==> config.mk <==
export PLATFORM = sky130hd
export DESIGN_NAME = resta_sat_pipe
export DESIGN_NICKNAME = d
export VERILOG_FILES = /design/src/rtl/resta_sat_pipe_pkg.sv /design/src/rtl/resta_sat_pipe_sat_clamp.sv /design/src/rtl/resta_sat_pipe.sv
export SDC_FILE = /design/constraint.sdc
export NUM_CORES = 1
export LEC_CHECK = 0
export BUFFER_PORTS_ARGS = -buffer_cell sky130_fd_sc_hd__buf_2
export CAP_MARGIN = 20
export CORE_MARGIN = 1.5
export CORE_UTILIZATION = 45
export CTS_CLUSTER_DIAMETER = 150
export CTS_CLUSTER_SIZE = 40
export DETAILED_ROUTE_END_ITERATION = 10
export PLACE_DENSITY = 0.65
export SETUP_SLACK_MARGIN = 0.15
export SYNTH_ARGS = -nofsm -noshare
export SYNTH_HDL_FRONTEND = slang
export SYNTH_SLANG_ARGS = --single-unit
==> constraint.sdc <==
create_clock -name clk -period 2.7 [get_ports clk]
set_clock_uncertainty 0.05 [all_clocks]
set_input_delay 0 -clock clk [delete_from_list [all_inputs] [get_ports clk]]
set_output_delay 0 -clock clk [all_outputs]
set_load 0.01 [all_outputs]
==> src/rtl/resta_sat_pipe_pkg.sv <==
// Fixed-point constants shared by the Suma/Resta saturating datapaths.
// Symmetric clamp limits are derived from the default operand width.
package resta_sat_pipe_pkg;

    localparam int N_DEF = 25;
    localparam int CNT_W = 16;

    localparam logic [N_DEF-1:0] SAT_POS = {1'b0, {(N_DEF-1){1'b1}}};
    localparam logic [N_DEF-1:0] SAT_NEG = {1'b1, {(N_DEF-2){1'b0}}, 1'b1};

    typedef enum logic {
        EMPTY = 1'b0,
        FULL  = 1'b1
    } stage_t;

endpackage

==> src/rtl/resta_sat_pipe_sat_clamp.sv <==
// Combinational saturation of an N+1-bit difference to a symmetric N-bit range.
// The extra raw bit carries the true sign, which picks the clamp direction.
module sat_clamp #(
    parameter int N = 25
) (
    input  logic [N:0]   raw,
    input  logic         sign_a,
    input  logic         sign_b,
    output logic [N-1:0] resta,
    output logic         sat
);

    localparam logic [N-1:0] POS = {1'b0, {(N-1){1'b1}}};
    localparam logic [N-1:0] NEG = {1'b1, {(N-2){1'b0}}, 1'b1};
    localparam logic [N-1:0] MIN = {1'b1, {(N-1){1'b0}}};

    logic ovf;

    always_comb begin
        resta = raw[N-1:0];
        sat   = 1'b0;
        ovf   = (sign_a != sign_b) && (raw[N-1] != sign_a);
        if (ovf) begin
            sat   = 1'b1;
            resta = raw[N] ? NEG : POS;
        end else if (raw[N-1:0] == MIN) begin
            // most-negative code is folded in to keep the range symmetric
            sat   = 1'b1;
            resta = NEG;
        end
    end

endmodule

==> src/rtl/resta_sat_pipe.sv <==
// Two-stage valid/ready saturating subtractor RESTA = sat(A - B).
// Optional saturation event counter enabled by RESTA_SAT_CNT_EN.
module resta_sat_pipe
    import resta_sat_pipe_pkg::*;
#(
    parameter int N = N_DEF
) (
    input  logic             clk,
    input  logic             reset_n,
    input  logic             in_valid,
    output logic             in_ready,
    input  logic [N-1:0]     A,
    input  logic [N-1:0]     B,
    output logic             out_valid,
`ifdef RESTA_SAT_CNT_EN
    input  logic             clr_cnt,
    output logic [CNT_W-1:0] sat_cnt,
`endif
    input  logic             out_ready,
    output logic [N-1:0]     RESTA,
    output logic             sat_o
);

    stage_t s1_state, s1_next;
    stage_t s2_state, s2_next;

    logic         s2_xfer;
    logic         s1_adv;
    logic         load1;
    logic [N:0]   diff;
    logic [N:0]   s1_raw;
    logic         s1_sign_a;
    logic         s1_sign_b;
    logic [N-1:0] clamp_resta;
    logic         clamp_sat;

    assign diff = {A[N-1], A} - {B[N-1], B};

    always_comb begin
        s2_xfer   = (s2_state == FULL) && out_ready;
        s1_adv    = (s1_state == FULL) && ((s2_state == EMPTY) || s2_xfer);
        in_ready  = reset_n && ((s1_state == EMPTY) || s1_adv);
        load1     = in_valid && in_ready;
        out_valid = (s2_state == FULL);
        s1_next   = s1_state;
        s2_next   = s2_state;
        if (load1)
            s1_next = FULL;
        else if (s1_adv)
            s1_next = EMPTY;
        if (s1_adv)
            s2_next = FULL;
        else if (s2_xfer)
            s2_next = EMPTY;
    end

    always_ff @(posedge clk or negedge reset_n) begin
        if (!reset_n) begin
            s1_state <= EMPTY;
            s2_state <= EMPTY;
        end else begin
            s1_state <= s1_next;
            s2_state <= s2_next;
        end
    end

    always_ff @(posedge clk or negedge reset_n) begin
        if (!reset_n) begin
            s1_raw    <= '0;
            s1_sign_a <= 1'b0;
            s1_sign_b <= 1'b0;
        end else if (load1) begin
            s1_raw    <= diff;
            s1_sign_a <= A[N-1];
            s1_sign_b <= B[N-1];
        end
    end

    sat_clamp #(.N(N)) u_clamp (
        .raw    (s1_raw),
        .sign_a (s1_sign_a),
        .sign_b (s1_sign_b),
        .resta  (clamp_resta),
        .sat    (clamp_sat)
    );

    always_ff @(posedge clk or negedge reset_n) begin
        if (!reset_n) begin
            RESTA <= '0;
            sat_o <= 1'b0;
        end else if (s1_adv) begin
            RESTA <= clamp_resta;
            sat_o <= clamp_sat;
        end
    end

`ifdef RESTA_SAT_CNT_EN
    always_ff @(posedge clk or negedge reset_n) begin
        if (!reset_n)
            sat_cnt <= '0;
        else if (clr_cnt)
            sat_cnt <= '0;
        else if (s2_xfer && sat_o && (sat_cnt != {CNT_W{1'b1}}))
            sat_cnt <= sat_cnt + CNT_W'(1);
    end
`endif

endmodule

* Yosys cells after proc, flatten, opt, wreduce, memory -nomap -nowiden
Index checks and enable logic that the tools add are counted.
Storage, ports and cells: bits in registers 56, bits in latches 0, memory bits (writable) 0, memory bits (read-only) 0, memories kept 0
Cells by class: add/subtract/negate cells 1, $mul 0, div/mod/pow operators 0, $lt $le $gt $ge 0, equality and inequality tests 3, shift operators 0, muxes and demuxes 9, bitwise logic cells 2, reductions and logical operators 9
Operator list (count):
- $mux W25 | 3
- $sub A25 B25 Y26 | 1
- $eq A25 B25 Y1 const B | 1
- $mux W1 | 6
- $logic_and A1 B1 Y1 | 5
- $reduce_bool A2 Y1 | 2
- $logic_or A1 B1 Y1 | 2
- $ne A1 B1 Y1 | 2
- $not A1 Y1 | 2

* Longest topological paths before layout
Gate-level depths: netlist of the first run.
depth after elaboration 7, mapped depth 10, gate-level depth less buffers 10

* Hierarchy
From an unflattened synthesis of the first run, not the netlist that was laid out.
Second synthesis, totals: cell total of the unflattened synthesis 413, area, all modules 3886.2 µm²
Modules (own cells, without submodules):
- resta_sat_pipe | times used 1, cells each 365, area each 3534.6 µm², sequential area each 1401.3 µm²
- sat_clamp | times used 1, cells each 48, area each 351.6 µm², sequential area each 0.0 µm²

* Worst setup path before layout of the first run
Ideal clock, no wire load.
path kind in2reg, from in A[0], to reg s1_raw[10], data arrival time 1.749 ns, setup slack 0.805 ns, cell stages on the path 10, path buffers 0, path through inv_1 ha_1 inv_1 fa_1 a211oi_1 o21a_1 a21oi_1 o21a_1 o21a_1 o31ai_1
On the way: cells in the longest elaborated chain, start to end 1
Ends and longest elaborated chain:
- start: declaration | line resta_sat_pipe.sv:12 | input logic [N-1:0] A,
- $sub A25 B25 Y26 | line resta_sat_pipe.sv:37 | assign diff = {A[N-1], A} - {B[N-1], B};
- end signal: assignment | line resta_sat_pipe.sv:73 | s1_raw <= diff;
- end: declaration | line resta_sat_pipe.sv:31 | logic [N:0] s1_raw;
Every way passes these cells. A chain may end at the register's enable or synchronous reset.

* Worst setup path in the final report of the first run
from in B[0], to reg s1_raw[18]
On the way: cells in the longest elaborated chain, start to end 1
Ends and longest elaborated chain:
- start: declaration | line resta_sat_pipe.sv:13 | input logic [N-1:0] B,
- $sub A25 B25 Y26 | line resta_sat_pipe.sv:37
Every way passes these cells.

==> results of run 1 <==
cell type report:
| type | instances | area share (%) |
|---|---|---|
| inverter | 28 | 2.39 |
| tap | 105 | 2.99 |
| sequential | 56 | 31.9 |
| timing repair buffer | 93 | 11.6 |
| multi-input combinational | 349 | 49.1 |
| clock buffer | 8 | 2.05 |
metrics by stage:
step	hold WS [ns]	util (%)	cell area (sq um)
2_1_floorplan	-0.346	-	3750
4_1_cts	0.0522	54.1	4400
3_3_place_gp	-0.248	52.2	4250
6_report	0.0581	54.1	4400
3_5_place_dp	-0.247	52.2	4250
5_1_grt	0.0844	54.1	4400
flip-flops by register name (all words and copies together), names as in the netlist:
register,flops
RESTA,25
out_valid,1
s1_raw,26
s1_sign_a,1
s1_sign_b,1
s1_state,1
sat_o,1
layout by cell type, fill, tap and decap left out, drive strengths merged, types with 2 or more instances in the layout:
cell	Yosys	final
a2111oi	3	3
a211o	5	5
a211oi	4	4
a21o	9	9
a21oi	54	54
a31oi	2	2
and2	6	6
and3	2	2
buf	7	87
clkbuf	13	8
dfrtp	56	56
dlygate4sd3	0	6
ha	25	25
inv	28	28
nand2	69	69
nand2b	5	5
nand3	11	11
nand4	10	10
nor2	41	41
nor3	7	7
nor4	6	6
nor4b	2	2
o2111ai	5	5
o211a	2	2
o211ai	8	8
o21a	12	12
o21ai	26	26
o22ai	2	2
o31ai	2	2
or3	4	4
or4	3	3
xnor2	6	6
xor2	4	4
per-layer routing:
layer | GRT usage, % | vias up | share of wire, %
met5 | 0 | - | 0
met4 | 5.10 | 0 | 1.2
met3 | 2.02 | 9 | 3.4
met2 | 32.4 | 78 | 43
met1 | 33.1 | 1599 | 52
li1 | - | 1785 | -
where the power goes:
part | leakage, nW | switching (mW) | internal, mW
clock network | 0.0455 | 0.254 | 0.210
registers | 0.654 | 0.164 | 1.09
logic | 1.37 | 0.614 | 0.433
total | 2.07 | 1.03 | 1.73
worst min path at each step:
stage          slack (ns)  startpoint          to  cells past startpoint
6_report             0.06        A[0]   s1_raw[0]                      4
2_1_floorplan       -0.35     reset_n    RESTA[0]                      0
3_3_place_gp        -0.25     reset_n  s1_raw[25]                      1
5_1_grt              0.08        A[0]   s1_raw[0]                      4
4_1_cts              0.05        A[0]   s1_raw[0]                      4
3_5_place_dp        -0.25     reset_n  s1_raw[25]                      1
cell usage after synthesis, types with 2 or more instances:
cell,instances
nor4_1,6
o21ai_1,2
nor4b_1,2
or4_1,3
o211ai_1,6
nand2_1,69
clkbuf_1,13
a31oi_1,2
xor2_1,4
nand2b_1,5
o211a_1,2
o21ai_0,24
a21oi_1,54
a2111oi_0,2
o22ai_1,2
nor2_1,41
xnor2_1,6
o31ai_1,2
inv_1,28
ha_1,25
a211o_1,4
nand4_1,10
dfrtp_1,56
a21o_1,8
a211oi_1,3
buf_2,4
or3_1,3
and2_1,6
and3_1,2
buf_1,2
o21a_1,12
o2111ai_1,5
nand3_1,10
nor3_1,7
worst max-delay path, cell delays in order:
cell and delay (ns):
dlygate4sd3_1 0.53, buf_2 0.12, ha_1 0.18, inv_1 0.07, fa_1 0.23, a211oi_1 0.11, o21a_1 0.24, a211oi_4 0.34
o211ai_4 0.14, or4_1 0.49, nand3_1 0.09
logic make-up (layout without fill, tap and decap cells):
group,count (synthesis),after routing,synth area share (%)
fa+ha+maj,26,26,8.88
flops,56,56,37.4
xor+xnor,10,10,2.34
mux,2,2,0.567
compound gates,140,140,24.4
buf+inv,48,129,5.04
simple gates,171,171,21.4
repair_timing:
| item | 4_1_cts | 5_1_grt |
|---|---|---|
| setup buffers | 0 | 0 |
| hold endpoints to repair | 61 | 0 |
| hold buffers | 6 | 0 |
==> summary.md, run 1 <==
Dividing total power by cell area gives a power density of 628 nW/um^2. The routed wire length was 9.16 mm; the number of enable flip-flop cells after synthesis was 0. After layout, the design draws a total of 2.76 mW. The initialized floorplan defines 33 standard-cell rows.

Synthesis produced a netlist with a net count of 533. After routing, the total negative slack on setup checks comes to 0 ns. The net count of the finished layout is 613. The tools report the critical path launch point type as a primary input.

Before antenna repair, the detailed router went through 4 iterations. The area growth from synthesis to final layout came out at 17.3%. The wire-length estimate of the detail-placed layout is 7.04 mm.

The share of cells above drive strength 1 is 19.3%, and the clock sink total is 56. End point of the critical path: s1_raw[18]. The number of max-cap violations was 0; the aggregate global routing overflow was 0. The via count was 3471. By startpoint and endpoint, the worst setup path is classified as primary input to register.

Of all nets on the critical path, the largest fanout is 8. Cell type with the largest total area after synthesis: dfrtp_1. In this run the worst hold path is classified as primary input to register. Setup violations remaining at the end of the flow were counted as 0.

The worst setup path is captured at a register. The worst register-to-register path begins at out_valid. Based on the critical path, the design can be clocked at up to 0.428 GHz. The hold violation count in the final report is 0.

Post-CTS repair changed the size of 0 cells. For this run, the total global-route usage over all layers was measured as 21.6%. Yosys printed 0 warnings. The register area is 1400 sq um, and the area of the multi-input gates is 2160 sq um. The layout has 813 filler cells. The run finished with clean final reports.

At the later pin of the worst-skew pair, clock insertion delay measures 0.30 ns. After synthesis, flip-flops and latches occupy 37.4% of the total area. The run gives 2.89 ns as the endpoint required time on the critical path. The count of antenna-violating nets left after detailed routing is 0, and the number of global-route vias before repair is 3175. The number of pins with negative max-slew slack in the final report is 0. The number of different library cells used by synthesis comes to 57.

Measured along the y axis, the die boundary spans 94.3 microns. The number of cells on the worst reg-to-reg path came out at 7. Total DRC errors in the routed layout: 0. The first routing iteration left 153 violations. The arrival time at the worst endpoint was 2.53 ns; the leakage power summed over all cells was 2.07 nW.

For the number of antenna violations at the first check in global routing, the log shows 0. At the end of routability-driven placement, the weighted congestion stood at 0.894. The routed wirelength normalized by instance count is 14.3 microns. After synthesis the cells add up to 3750 sq um. The number of antenna diodes in the final layout is 0. Once layout is complete, the cells apart from fillers number 639. In this run the mean area of a mapped cell was 8.28 sq um.

Entering global routing, the biggest net connects 56 pins. Sorting the synthesized cells by area gives the leading types as dfrtp_1 (37%), ha_1 (8.3%), a21oi_1 (7.2%). The global-route wire length before repair came out at 15.3 mm.

In this run the worst setup path begins at B[0]. The quantity of I/O buffers inserted on ports came out at 81. Across the VDD grid, the largest voltage drop is 0.253 mV. The worst-case register-to-register setup slack was 0.70 ns; the clock period minus worst slack was 2.34 ns. Deepest clock path buffer count: 2. Clock-pin slew was measured on the worst setup and hold paths at 0.09 ns. The part of the cycle the worst path needs was 86.5%. The number of vias per cell is 5.43, and the die outline width is 94.3 microns. Once routing completed, OpenROAD measured the worst setup slack at 0.363 ns.

After synthesis, the largest area contributor takes up 37.4% of total cell area. Synthesis produced a netlist whose cell count is 453. The count of pins on the block boundary is 82. Setup repair after global routing left no endpoint under its margin. TritonCTS built the clock tree. The tools report the total die area as 8890 sq um. Endpoint of the most critical register-to-register path: s1_raw[21]. The worst max-slew margin expressed relative to the limit came out at 44.9%. Among all flip-flop cells after synthesis, the most frequent one is dfrtp_1.

For the pin with the worst max-slew slack, the measured transition is 0.826 ns. The total core area came out at 8130 sq um. The clock tree root driver cell is clkbuf_8.

The starting utilization of the core area is 46.1%, and the number of buffers added by the clock tree synthesis step is 5. Prior to clock tree synthesis, the placed netlist has a worst setup slack of 0.528 ns. CTS built an H-tree with a depth of 2.

In the synthesized netlist the async set-or-reset flop fraction comes to 100%. After detailed placement, the design holds a cell count of 625. The number of synthesized register bits is 56.
(Power assumes the default switching activity.)
==> run 2: changes to the inputs <==
- CORE_UTILIZATION: 45 -> 55
- PLACE_DENSITY: 0.65 -> 0.78
==> summary.md, run 2 (synthesized netlist as in run 1, its figures left out) <==
The flow ran to the end, but the final reports show violations. The final reports fail on DRC. The endpoint required time on the critical path is 2.90 ns, and the worst max-slew margin expressed relative to the limit is 46.2%. Counting buffers and inverters, the worst setup path is 11 cells deep. The routed wire length was 8.93 mm; the count of antenna diodes in the layout was 0. The number of flip-flops in the largest register is 26, and the quantity of I/O buffers inserted on ports is 81. The logs give 7320 sq um for the total die area and 0.908 for the placer congestion estimate. Traced cell by cell, the critical path runs through dlygate4sd3_1 > buf_2 > ha_1 > inv_1 > fa_1 > a211oi_1 > o21a_1 > a211oi_4 > o211ai_4 > or4_1 > nand3_1. For the number of global-route vias before repair, the log shows 3189. The transition time of the tightest slew-check pin came out at 0.808 ns. Leaving out fill and tap cells, the most frequent cells in the layout are buf_2 (81), nand2_1 (69), dfrtp_1 (56), a21oi_1 (54), nor2_1 (41). The maximum number of pins on one net before global-route repair is 55, and the setup-violating endpoint count in the final report is 0. The final route contains 3580 vias. Data on the critical path arrives at its endpoint at 2.57 ns.

Of the cells placed in the final design, the portion with a size suffix greater than 1 is 19.5%. Setup total negative slack on the finished layout was measured at 0 ns. Clock latency on the worst-skew pair, taken at its later pin, is 0.31 ns.

Counting every sink on the clock net gives 56. In the final routed layout, each cell accounts on average for 14.6 microns. The number of cells on the worst reg-to-reg path works out to 5. The largest registers in the layout are s1_raw x26, RESTA x25.

The total cell area at the placement stage is 4210 sq um. Buffers inserted during clock tree synthesis total 5. The gate family responsible for the most delay along the worst path was compound AO/OA/AOI/OAI gates. CTS built an H-tree with a depth of 2.

Setup repair after global routing left no endpoint under its margin. For this block, the initial DRC count from the detailed router was 179. For the hold violation count in the final report, the log shows 0. The clock passes through at most 2 buffers. Of all nets on the critical path, the largest fanout is 8. Gates resized during post-CTS repair numbered 0. Critical-path cell with the highest stage delay: dlygate4sd3_1. The power density over the cells was 632 nW/um^2. During I/O placement, the number of pins put on the boundary was 82. On the worst path, the slowest cell contributes a delay of 0.54 ns. Prior to clock tree synthesis, the placed netlist has a worst setup slack of 0.525 ns. The first TritonRoute pass finished after 8 iterations. Clock edge transition at the registers on the reported setup and hold paths: 0.10 ns.

The class of the tightest hold or removal check was primary input to register. Once detail routing completed, the nets flagged for antenna violations numbered 0. The smallest clock period supported by the final layout is computed as 2.37 ns. The critical path is of the primary input to register type. Based on the critical path, the design can be clocked at up to 0.421 GHz.

The vertical die dimension came out at 85.6 microns. The number of pins with negative max-slew slack in the final report is 0. The number of vias per cell works out to 5.87. The worst register-to-register path has a setup slack of 0.77 ns. The analysis attributes to cell leakage a power of 2.06 nW. Post-route cell area: 4360 sq um. End point of the critical path: s1_raw[18].

The leading cell type in the layout, fill and taps excluded was buf_2. The top register by number of flip-flops was s1_raw. The worst setup path startpoint is B[0]. The count of buffer and inverter cells on the critical path is 3, and the peak supply drop is 0.276 mV. The part of the cycle the worst path needs works out to 87.9%. For this run the aggregate overflow at the end of global routing stands at 0.

The startpoint identified for the worst register-to-register timing path is s1_raw[24]. After layout, the worst setup slack is 0.326 ns. In this run the core area contains 29 standard-cell rows. For this run, design rule violations remaining after detail routing come to 6. The run gives 6.74 mm as the estimated wirelength of the detail-placed design.

The first global-routing pass estimated 15.0 mm of wire. TritonCTS built the clock tree. The number of nets in the layout was 612. Endpoint of the most critical register-to-register path: RESTA[10].

The area growth from synthesis to final layout is 16.2%. The root buffer cell chosen for the clock tree is clkbuf_8. STA classifies the critical path endpoint as a register. In this run the horizontal extent of the chip is 85.6 microns. The initial utilization of the core area, before any placement, comes to 58.1%. For the number of antenna violations at the first check in global routing, the log shows 0. The floorplan step defined a core boundary enclosing 6460 sq um.

In the global route stage, overall resource usage came out at 25.0%. The critical path launch point type is a primary input. Number of max-cap violations: 0.
## run 2: cell count changes in the layout (fill, tap and decap cells not counted), sizes merged
cell,before,now
clkinvlp,0,2
clkinv,0,1
clkbuf,8,5
buf,87,86
## run 2: how the worst min path moves through the flow
| stage | start | cells past startpoint | slack [ns] | endpoint |
|---|---|---|---|---|
| floorplan | reset_n | 0 | -0.35 | RESTA[0] |
| global placement | reset_n | 1 | -0.22 | s1_state |
| detailed placement | reset_n | 1 | -0.22 | out_valid |
| CTS | A[1] | 4 | 0.06 | s1_raw[1] |
| global route | A[1] | 4 | 0.07 | s1_raw[1] |
| finish | A[1] | 4 | 0.05 | s1_raw[1] |
## run 2: per-stage QoR
stage,power [mW],hold WS [ns],instances,utilization (%)
3_5_place_dp,2.29,-0.220,596,65.1
5_1_grt,2.94,0.0676,610,67.5
4_1_cts,2.76,0.0555,610,67.5
6_report,2.75,0.0537,610,67.5
2_1_floorplan,1.91,-0.346,453,-
3_3_place_gp,2.26,-0.222,596,65.1
## run 2: report_power, final
part	internal, mW	switching, mW
sequential	1.08	0.168
combinational	0.432	0.609
clock	0.184	0.276
total	1.70	1.05
## run 2: routing by layer
layer	global-route usage, %	part of all wire, %
met3	1.54	5.6
met1	38.4	48
met5	0	0
met4	6.74	1.3
met2	38.7	45
## run 2: worst min-delay path: cells and delay by family
kind	cells	cell delay (ns)
fa+ha+maj	1	0.18
buf+inv	1	0.11
simple gates	2	0.10
## run 2: layout make-up
class / count / area, sq um
multi-input combinational: 349 / 2160
fill: 570 / 2100
sequential: 56 / 1400
inverter: 28 / 105
timing repair buffer: 92 / 503
clock buffer: 5 / 68.8
clock inverter: 3 / 23.8
tap: 77 / 96.3
## run 2: timing repair
action / CTS / global route
hold buffers: 6 / 0
endpoints found under the hold margin: 61 / 0
setup endpoints to repair: 0 / 0
buffers inserted: 0 / 0
